### src/rtl/tisaradc_rx.sv
// tisaradc_rx: 8-way TI-SAR-ADC receiver. Lane rotation, optional offset-binary to two's complement, FWFT frame FIFO
// with drop accounting. Define TISARADC_RX_CAL_EN to add the per-sub-ADC DC-mean calibration (cal_* ports).
module tisaradc_rx #(
  parameter int unsigned ADC_WAYS   = 8,
  parameter int unsigned ADC_BITS   = 9,
  parameter int unsigned FIFO_DEPTH = 4,
  parameter int unsigned ACC_LOG2   = 10
) (
  input  logic                         clkrstP_s2,
  input  logic                         rst,
`ifdef TISARADC_RX_CAL_EN
  input  logic                         cal_start,
  output logic                         cal_busy,
  output logic                         cal_done,
  input  logic [2:0]                   cal_sel,
  output logic [ADC_BITS-1:0]          cal_mean,
`endif
  input  logic                         in_valid,
  input  logic [ADC_BITS-1:0]          adcout0,
  input  logic [ADC_BITS-1:0]          adcout1,
  input  logic [ADC_BITS-1:0]          adcout2,
  input  logic [ADC_BITS-1:0]          adcout3,
  input  logic [ADC_BITS-1:0]          adcout4,
  input  logic [ADC_BITS-1:0]          adcout5,
  input  logic [ADC_BITS-1:0]          adcout6,
  input  logic [ADC_BITS-1:0]          adcout7,
  input  logic [2:0]                   rot,
  input  logic                         twos_en,
  output logic                         out_valid,
  input  logic                         out_ready,
  output logic [ADC_WAYS*ADC_BITS-1:0] out_data,
  output logic                         ovf,
  input  logic                         clr_ovf,
  output logic [7:0]                   drop_cnt
);
  localparam int unsigned PTR_W = $clog2(FIFO_DEPTH);
  localparam int unsigned FW    = ADC_WAYS * ADC_BITS;

  logic [ADC_BITS-1:0] raw [8];
  assign raw[0] = adcout0;
  assign raw[1] = adcout1;
  assign raw[2] = adcout2;
  assign raw[3] = adcout3;
  assign raw[4] = adcout4;
  assign raw[5] = adcout5;
  assign raw[6] = adcout6;
  assign raw[7] = adcout7;

  logic [FW-1:0] frame;
  always_comb begin
    frame = '0;
    for (int unsigned k = 0; k < ADC_WAYS; k++)
      frame[k*ADC_BITS +: ADC_BITS] = raw[3'(k) + rot] ^ {twos_en, {(ADC_BITS-1){1'b0}}};
  end

  logic [FW-1:0]    mem_q [FIFO_DEPTH];
  logic [FW-1:0]    mem_d [FIFO_DEPTH];
  logic [PTR_W-1:0] wr_ptr_q, wr_ptr_d, rd_ptr_q, rd_ptr_d;
  logic [PTR_W:0]   count_q, count_d;
  logic [FW-1:0]    last_q, last_d;
  logic             ovf_q, ovf_d;
  logic [7:0]       drop_cnt_q, drop_cnt_d;
  logic             empty, full, pop, push, drop;

  always_comb begin
    empty    = (count_q == '0);
    full     = (count_q == (PTR_W+1)'(FIFO_DEPTH));
    pop      = !empty && out_ready;
    drop     = in_valid && full && !pop;
    push     = in_valid && !drop;
    mem_d    = mem_q;
    if (push) mem_d[wr_ptr_q] = frame;
    wr_ptr_d = push ? wr_ptr_q + PTR_W'(1) : wr_ptr_q;
    rd_ptr_d = pop  ? rd_ptr_q + PTR_W'(1) : rd_ptr_q;
    unique case ({push, pop})
      2'b10:   count_d = count_q + (PTR_W+1)'(1);
      2'b01:   count_d = count_q - (PTR_W+1)'(1);
      default: count_d = count_q;
    endcase
    // Holding the last popped head keeps out_data stable while the FIFO is empty.
    last_d = pop ? mem_q[rd_ptr_q] : last_q;
    ovf_d      = ovf_q;
    drop_cnt_d = drop_cnt_q;
    if (drop) begin
      ovf_d      = 1'b1;
      drop_cnt_d = clr_ovf ? 8'd1 : ((drop_cnt_q == '1) ? drop_cnt_q : drop_cnt_q + 8'd1);
    end else if (clr_ovf) begin
      ovf_d      = 1'b0;
      drop_cnt_d = '0;
    end
  end

  always_ff @(posedge clkrstP_s2 or posedge rst) begin
    if (rst) begin
      mem_q      <= '{default: '0};
      wr_ptr_q   <= '0;
      rd_ptr_q   <= '0;
      count_q    <= '0;
      last_q     <= '0;
      ovf_q      <= 1'b0;
      drop_cnt_q <= '0;
    end else begin
      mem_q      <= mem_d;
      wr_ptr_q   <= wr_ptr_d;
      rd_ptr_q   <= rd_ptr_d;
      count_q    <= count_d;
      last_q     <= last_d;
      ovf_q      <= ovf_d;
      drop_cnt_q <= drop_cnt_d;
    end
  end

  assign out_valid = !empty;
  assign out_data  = empty ? last_q : mem_q[rd_ptr_q];
  assign ovf       = ovf_q;
  assign drop_cnt  = drop_cnt_q;

`ifdef TISARADC_RX_CAL_EN
  localparam int unsigned ACC_W = ADC_BITS + ACC_LOG2;

  typedef enum logic [1:0] {CAL_IDLE, CAL_ACC, CAL_DONE} cal_state_e;
  cal_state_e          state_q, state_d;
  logic [ACC_W-1:0]    acc_q [8];
  logic [ACC_W-1:0]    acc_d [8];
  logic [ACC_LOG2-1:0] frm_q, frm_d;
  logic [ADC_BITS-1:0] mean_q [8];
  logic [ADC_BITS-1:0] mean_d [8];
  logic                last_frm;

  always_ff @(posedge clkrstP_s2 or posedge rst) begin
    if (rst) state_q <= CAL_IDLE;
    else     state_q <= state_d;
  end

  always_comb begin
    last_frm = in_valid && (frm_q == '1);
    state_d  = state_q;
    unique case (state_q)
      CAL_IDLE: if (cal_start) state_d = CAL_ACC;
      CAL_ACC:  if (last_frm)  state_d = CAL_DONE;
      CAL_DONE: state_d = CAL_IDLE;
      default:  state_d = CAL_IDLE;
    endcase
  end

  always_comb begin
    cal_busy = (state_q == CAL_ACC);
    cal_done = (state_q == CAL_DONE);
    cal_mean = mean_q[cal_sel];
  end

  // Mean is taken from the sum including the final frame, so it latches on the ACC->DONE edge.
  always_comb begin
    acc_d  = acc_q;
    frm_d  = frm_q;
    mean_d = mean_q;
    if (state_q == CAL_IDLE && cal_start) begin
      acc_d = '{default: '0};
      frm_d = '0;
    end else if (state_q == CAL_ACC && in_valid) begin
      frm_d = frm_q + ACC_LOG2'(1);
      for (int unsigned n = 0; n < 8; n++) acc_d[n] = acc_q[n] + ACC_W'(raw[n]);
      if (last_frm)
        for (int unsigned n = 0; n < 8; n++) mean_d[n] = acc_d[n][ACC_LOG2 +: ADC_BITS];
    end
  end

  always_ff @(posedge clkrstP_s2 or posedge rst) begin
    if (rst) begin
      acc_q  <= '{default: '0};
      frm_q  <= '0;
      mean_q <= '{default: '0};
    end else begin
      acc_q  <= acc_d;
      frm_q  <= frm_d;
      mean_q <= mean_d;
    end
  end
`endif
endmodule

### config.mk
export PLATFORM = sky130hd
export DESIGN_NAME = tisaradc_rx
export DESIGN_NICKNAME = d
export VERILOG_FILES = /design/src/rtl/tisaradc_rx.sv
export SDC_FILE = /design/constraint.sdc
export NUM_CORES = 1
export LEC_CHECK = 0
export CORE_ASPECT_RATIO = 0.6
export CORE_MARGIN = 1.5
export CORE_UTILIZATION = 50
export CTS_CLUSTER_DIAMETER = 150
export DETAILED_ROUTE_END_ITERATION = 6
export PLACE_DENSITY = 0.67
export SLEW_MARGIN = 25
export SYNTH_ARGS = -nofsm -noshare
export SYNTH_HDL_FRONTEND = slang
export SYNTH_SLANG_ARGS = --single-unit
### constraint.sdc
create_clock -name clkrstP_s2 -period 20.4 [get_ports clkrstP_s2]
set_input_delay 2.04 -clock clkrstP_s2 [delete_from_list [all_inputs] [get_ports clkrstP_s2]]
set_output_delay 2.04 -clock clkrstP_s2 [all_outputs]
set_load 0.03 [all_outputs]
# == Word-level counts from Yosys, hierarchy flattened ==
# Cells that the tools add are included.
# totals
wordCells,106
reg_bits,376
input_bits,81
output_inout_bits,82
# classes
order_cmp,11
eq_ne,5
n_reduce_logical,12
n_bitwise,18
mux,38
n_addsub,12
# op_table
operator,n
bitwise mux 288 bit,1
two-way mux 72 bit,4
binary-select mux 9 bit (select 3 bit),8
binary-select mux 72 bit (select 2 bit),1
demux 72 bit (select 2 bit),1
two-way mux 9 bit,16
bitwise XOR 9 bit,8
greater-or-equal comparator 4 bit (second input constant),8
two-way mux 8 bit,4
inverter 3 -> 4 bit,8
adder 3 bit (first input constant),4
adder 8 x 1 -> 8 bit (second input constant),1
== test 8 bit (second input constant),1
adder 2 x 3 -> 3 bit (first input constant),2
greater-or-equal comparator 3 bit (second input constant),2
inverter 2 -> 3 bit,2
one-hot mux 3 bit (2 select lines),1
logical AND 1 bit,5
adder 2 x 1 -> 2 bit (second input constant),2
nonzero test 2 bit,2
adder 1 x 3 -> 3 bit (first input constant),1
adder 3 x 1 -> 3 bit (second input constant),1
== test 3 bit (second input constant),1
zero test 1 bit,3
other kinds (8),9

# == Logic depth before layout (Yosys ltp) ==
# depth
word_depth,9
depth_mapped,11
depth_no_buf,6

# == Worst setup path after synthesis ==
# No wires, ideal clock.
# synth_timing
path_kind,in2reg
start,input rot[0]
end,register mem_q[161] (netlist bit)
setup_ns,0.130
setup_slack_ns,15.994
t_required_ns,20.270
t_arrival_ns,4.276
path_stages,11
path_buffers,5
cell_sequence,buf_6 > buf_2 > buf_2 > inv_1 > ha_1 > buf_2 > buf_2 > mux4_2 > mux2i_1 > xor2_1 > o21ai_1
# synth_between
elab_chain_len,7
# synth_lines
element,line,rtl
"start, declared",27,"input logic [2:0] rot,"
adder 1 x 3 -> 3 bit,53,"frame[k*ADC_BITS +: ADC_BITS] = raw[3'(k) + rot] ^ {twos_en, {(ADC_BITS-1){1'b0}}};"
inverter 3 -> 4 bit (implied by the code),53,
binary-select mux 9 bit (select 3 bit),53,
two-way mux 9 bit (implied by the code) (2 in a row),53,
bitwise XOR 9 bit,53,
bitwise mux 288 bit,72,if (push) mem_d[wr_ptr_q] = frame;
"end signal, assigned",103,mem_q <= mem_d;
"end, declared",56,logic [FW-1:0] mem_q [FIFO_DEPTH];
# Every way passes these cells. The select of a mux whose other input is x is not followed.
# A chain may end at the register's enable or synchronous reset.

# == Final worst setup path ==
# layout_timing
start,register rd_ptr_q[0]
end,output out_data[70]
# layout_between
elab_chain_len,5
# layout_lines
element,line,rtl
"start, declared",58,"logic [PTR_W-1:0] wr_ptr_q, wr_ptr_d, rd_ptr_q, rd_ptr_d;"
"start signal, assigned",105,rd_ptr_q <= rd_ptr_d;
inverter 2 -> 3 bit (implied by the code),114,assign out_data = empty ? last_q : mem_q[rd_ptr_q];
binary-select mux 72 bit (select 2 bit),114,
two-way mux 72 bit (implied by the code) (2 in a row),114,
two-way mux 72 bit,114,
"end, declared",31,"output logic [ADC_WAYS*ADC_BITS-1:0] out_data,"
# Every way passes these cells. The select of a mux whose other input is x is not followed.

==> flow_metrics.tcl <==
set metrics [dict create \
    grt_pass1_vias 13350 \
    die_x_um 255.6 \
    switchingPower_w 0.001530 \
    clockPowerShare_pct 21.3 \
    arrival_ps 3840 \
    final.setup_skew_ps 14.40 \
    yosysTopAreaCell "dfrtp_1" \
    syn_nets 1758 \
    drive_above_1_share_pct 18.83 \
    muxShareOfSynthArea_pct 25.57 \
    async_flop_share_pct 100.0 \
    cap_violations 0 \
    ys_warn_count 0 \
    synth_fa_ha_area_share_pct 0.5622 \
    worst_hold_path_type "register to register" \
    antenna_found_initial 8 \
    regArea_sq_mm 0.009414 \
    r2r_start "count_q[0]" \
    pwr-share-seq_pct 33.2 \
    synth_compound_area_share_pct 8.132 \
    crit_slowest_cell "dfrtp_4" \
    status "finished, final reports clean" \
    synth-seq-cells 376 \
    ff2ff_path_depth 4 \
    drv_slew 0 \
    irDropWorstVdd_uv 211.2 \
    finalHoldViolations 0 \
    rows 55 \
    holdPathStages 2 \
    synth_top_family_by_area "multiplexers" \
    synth_area_leaders "dfrtp_1 (49%), mux4_2 (17%), nand2_1 (10%)" \
    coreArea_sq_mm 0.03771 \
    ant_nets 0 \
    p_leak_nw 9.900 \
    place.gp.congestion 0.8852 \
    netlist_area_sq_mm 0.01914 \
    setup_viol 0 \
    whs_endpoint "last_q[35]" \
    clock_sinks 376 \
    synthCells 1669 \
    endpoint_kind "output port" \
    drtIter0Drc 1302 \
    wirelength_um 52390 \
    synth_edf_count 0 \
    num_io_pins 163 \
    startpoint_type "register" \
    worstHoldStart "last_q[35]" \
    ys.flop_type "dfrtp_1" \
    cpPeakStageDelay_ps 990 \
    synthDistinctLibCells 39 \
    final.min_clock_period_ps 5883 \
    via_count 13790 \
    sw_frac_of_total_pct 39.01 \
    synth_most_common_cell "nand2_1" \
    multi_input_area_sq_mm 0.008976 \
    drc 0 \
    die-area_sq_mm 0.03950 \
    clkTransAtPathRegs_ps 60 \
    power-per-cell-area_mw_per_mm2 175.4 \
    pwr-share-comb_pct 45.5 \
    hpwl_um 35460 \
    cts-htree-levels 2 \
    grt_pass1_wl_um 81780 \
    timing.critical_path.cells "buf_4, mux4_2, mux2_2, clkdlybuf4s50_1" \
    postCtsSetupBuffers 0 \
    cts_buffers 38 \
    clock_path_buffers 3 \
    initial_utilization_pct 50.76 \
    synth_commonest_cells "nand2_1 (511), dfrtp_1 (376), o21ai_0 (253), mux4_2 (144), mux2_2 (73)" \
    cts_resized 0 \
    cts_tree "yes" \
    area_growth_pct 16.76 \
    worst_pin_slew_ps 1019 \
    finalCritPeriodShare_pct 28.84 \
    die_y_um 154.6 \
    routedWlPerCell_um 22.68 \
    clk_latency_ps 540 \
    grt_max_degree 80 \
    r2r_end "mem_q[108]" \
    synth-simple-area-share_pct 10.96 \
    grt.overflow.total 0 \
    io_buffers 162 \
    ys_seq_area_share_pct 49.16 \
    yosysTopAreaCellShare_pct 49.16 \
    setup_tns_ps 0 \
    max_freq_ghz 0.1700 \
    fin_nets 1854 \
    synth-xor-area-share_pct 1.399 \
    maxSlewHeadroom_pct 32.08 \
    grtUsageTotal_pct 26.91 \
    worstPathRequired_ps 18360 \
    crit_type "register to output port" \
    fillers 3022 \
    vias_per_cell 5.971 \
    rrSetupSlack_ps 17240 \
    p_int_w 0.002391 \
    clock-root-buffer "clkbuf_16" \
    total_power_w 0.003921 \
    avgSynthCellArea_sq_um 11.47 \
    postCtsHoldBufs 0 \
    firstDrtPassIters 5 \
    cp_max_fo 41 \
    rsz0062_at_grt "false" \
]
stage by stage:
step	instance area (sq um)	instances	hold slack (ps)	setup slack, ps	util (%)
CTS	22330	2308	474.0	14400	59.21
finish	22350	2310	469.6	14520	59.26
global placement	20810	2237	452.6	14950	55.17
global route	22340	2308	485.1	14250	59.25
floorplan	19140	1669	441.8	7916	-
detailed placement	20830	2238	458.5	14990	55.23
how the worst max path moves through the flow:
stage	startpoint	to	slack, ps	depth (start not counted)
2_1_floorplan	rst	count_q[0]	7920	1
3_3_place_gp	rd_ptr_q[0]	out_data[34]	14950	4
3_5_place_dp	rd_ptr_q[0]	out_data[34]	14990	4
4_1_cts	rd_ptr_q[0]	out_data[34]	14400	4
5_1_grt	rd_ptr_q[0]	out_data[32]	14250	4
6_report	rd_ptr_q[0]	out_data[70]	14520	4
metal layers:
metal / part of all wire [%] / vias to the layer above / global-route usage [%]
met1: 43 / 7016 / 39.20
met3: 9.4 / 115 / 7.620
met4: 2.8 / 10 / 7.777
met5: 0.12 / - / 0
met2: 44 / 572 / 39.49
li1: - / 6081 / -
final cells by class:
cell class	count	area share, %
Timing Repair Buffer	179	7.894
Multi-Input combinational cell	1160	40.16
Sequential cell	376	42.12
Clock inverter	15	1.495
Tap cell	513	2.872
Clock buffer	55	5.229
Inverter	10	0.2015
Antenna cell	2	0.02239
critical path, delay by kind of cell, from the launching register on:
| family | cells | cell delay, ps |
|---|---|---|
| buffers and inverters | 2 | 1300 |
| DFF | 1 | 990 |
| muxes | 2 | 940 |
cell usage in the layout, fill, tap and decap left out, types with 5 or more instances in the layout:
cell,instances
nand2_1,511
clkbuf_1,5
clkdlybuf4s50_1,159
mux4_2,144
mux2_2,73
mux2i_2,14
buf_4,13
mux2i_1,59
ha_1,6
clkbuf_8,9
inv_1,9
o21ai_1,38
bufinv_16,10
dfrtp_1,374
a21oi_1,6
o21ai_0,253
o31ai_1,5
clkbuf_16,41
xor2_1,9
power by group through the flow:
stage          clock network [W]  logic [W]  registers (W)
5_1_grt                 0.000875    0.00193        0.00134
6_report                0.000835    0.00179        0.00130
3_5_place_dp                   0    0.00179        0.00130
4_1_cts                 0.000843    0.00180        0.00130
3_3_place_gp                   0    0.00175        0.00129
2_1_floorplan                  0    0.00129        0.00120
cells by family after synthesis:
family	count (synthesis)
buf+inv	133
simple gates	536
fa+ha+maj	8
flops	376
mux	292
xor+xnor	19
compound gates	305
flip-flops by register name (all words and copies together), names as in the netlist:
| signal | flops |
|---|---|
| drop_cnt | 8 |
| mem_q | 288 |
| rd_ptr_q | 2 |
| ovf | 1 |
| wr_ptr_q | 2 |
| last_q | 72 |
| count_q | 3 |
Power figures use the tool's default switching activity.
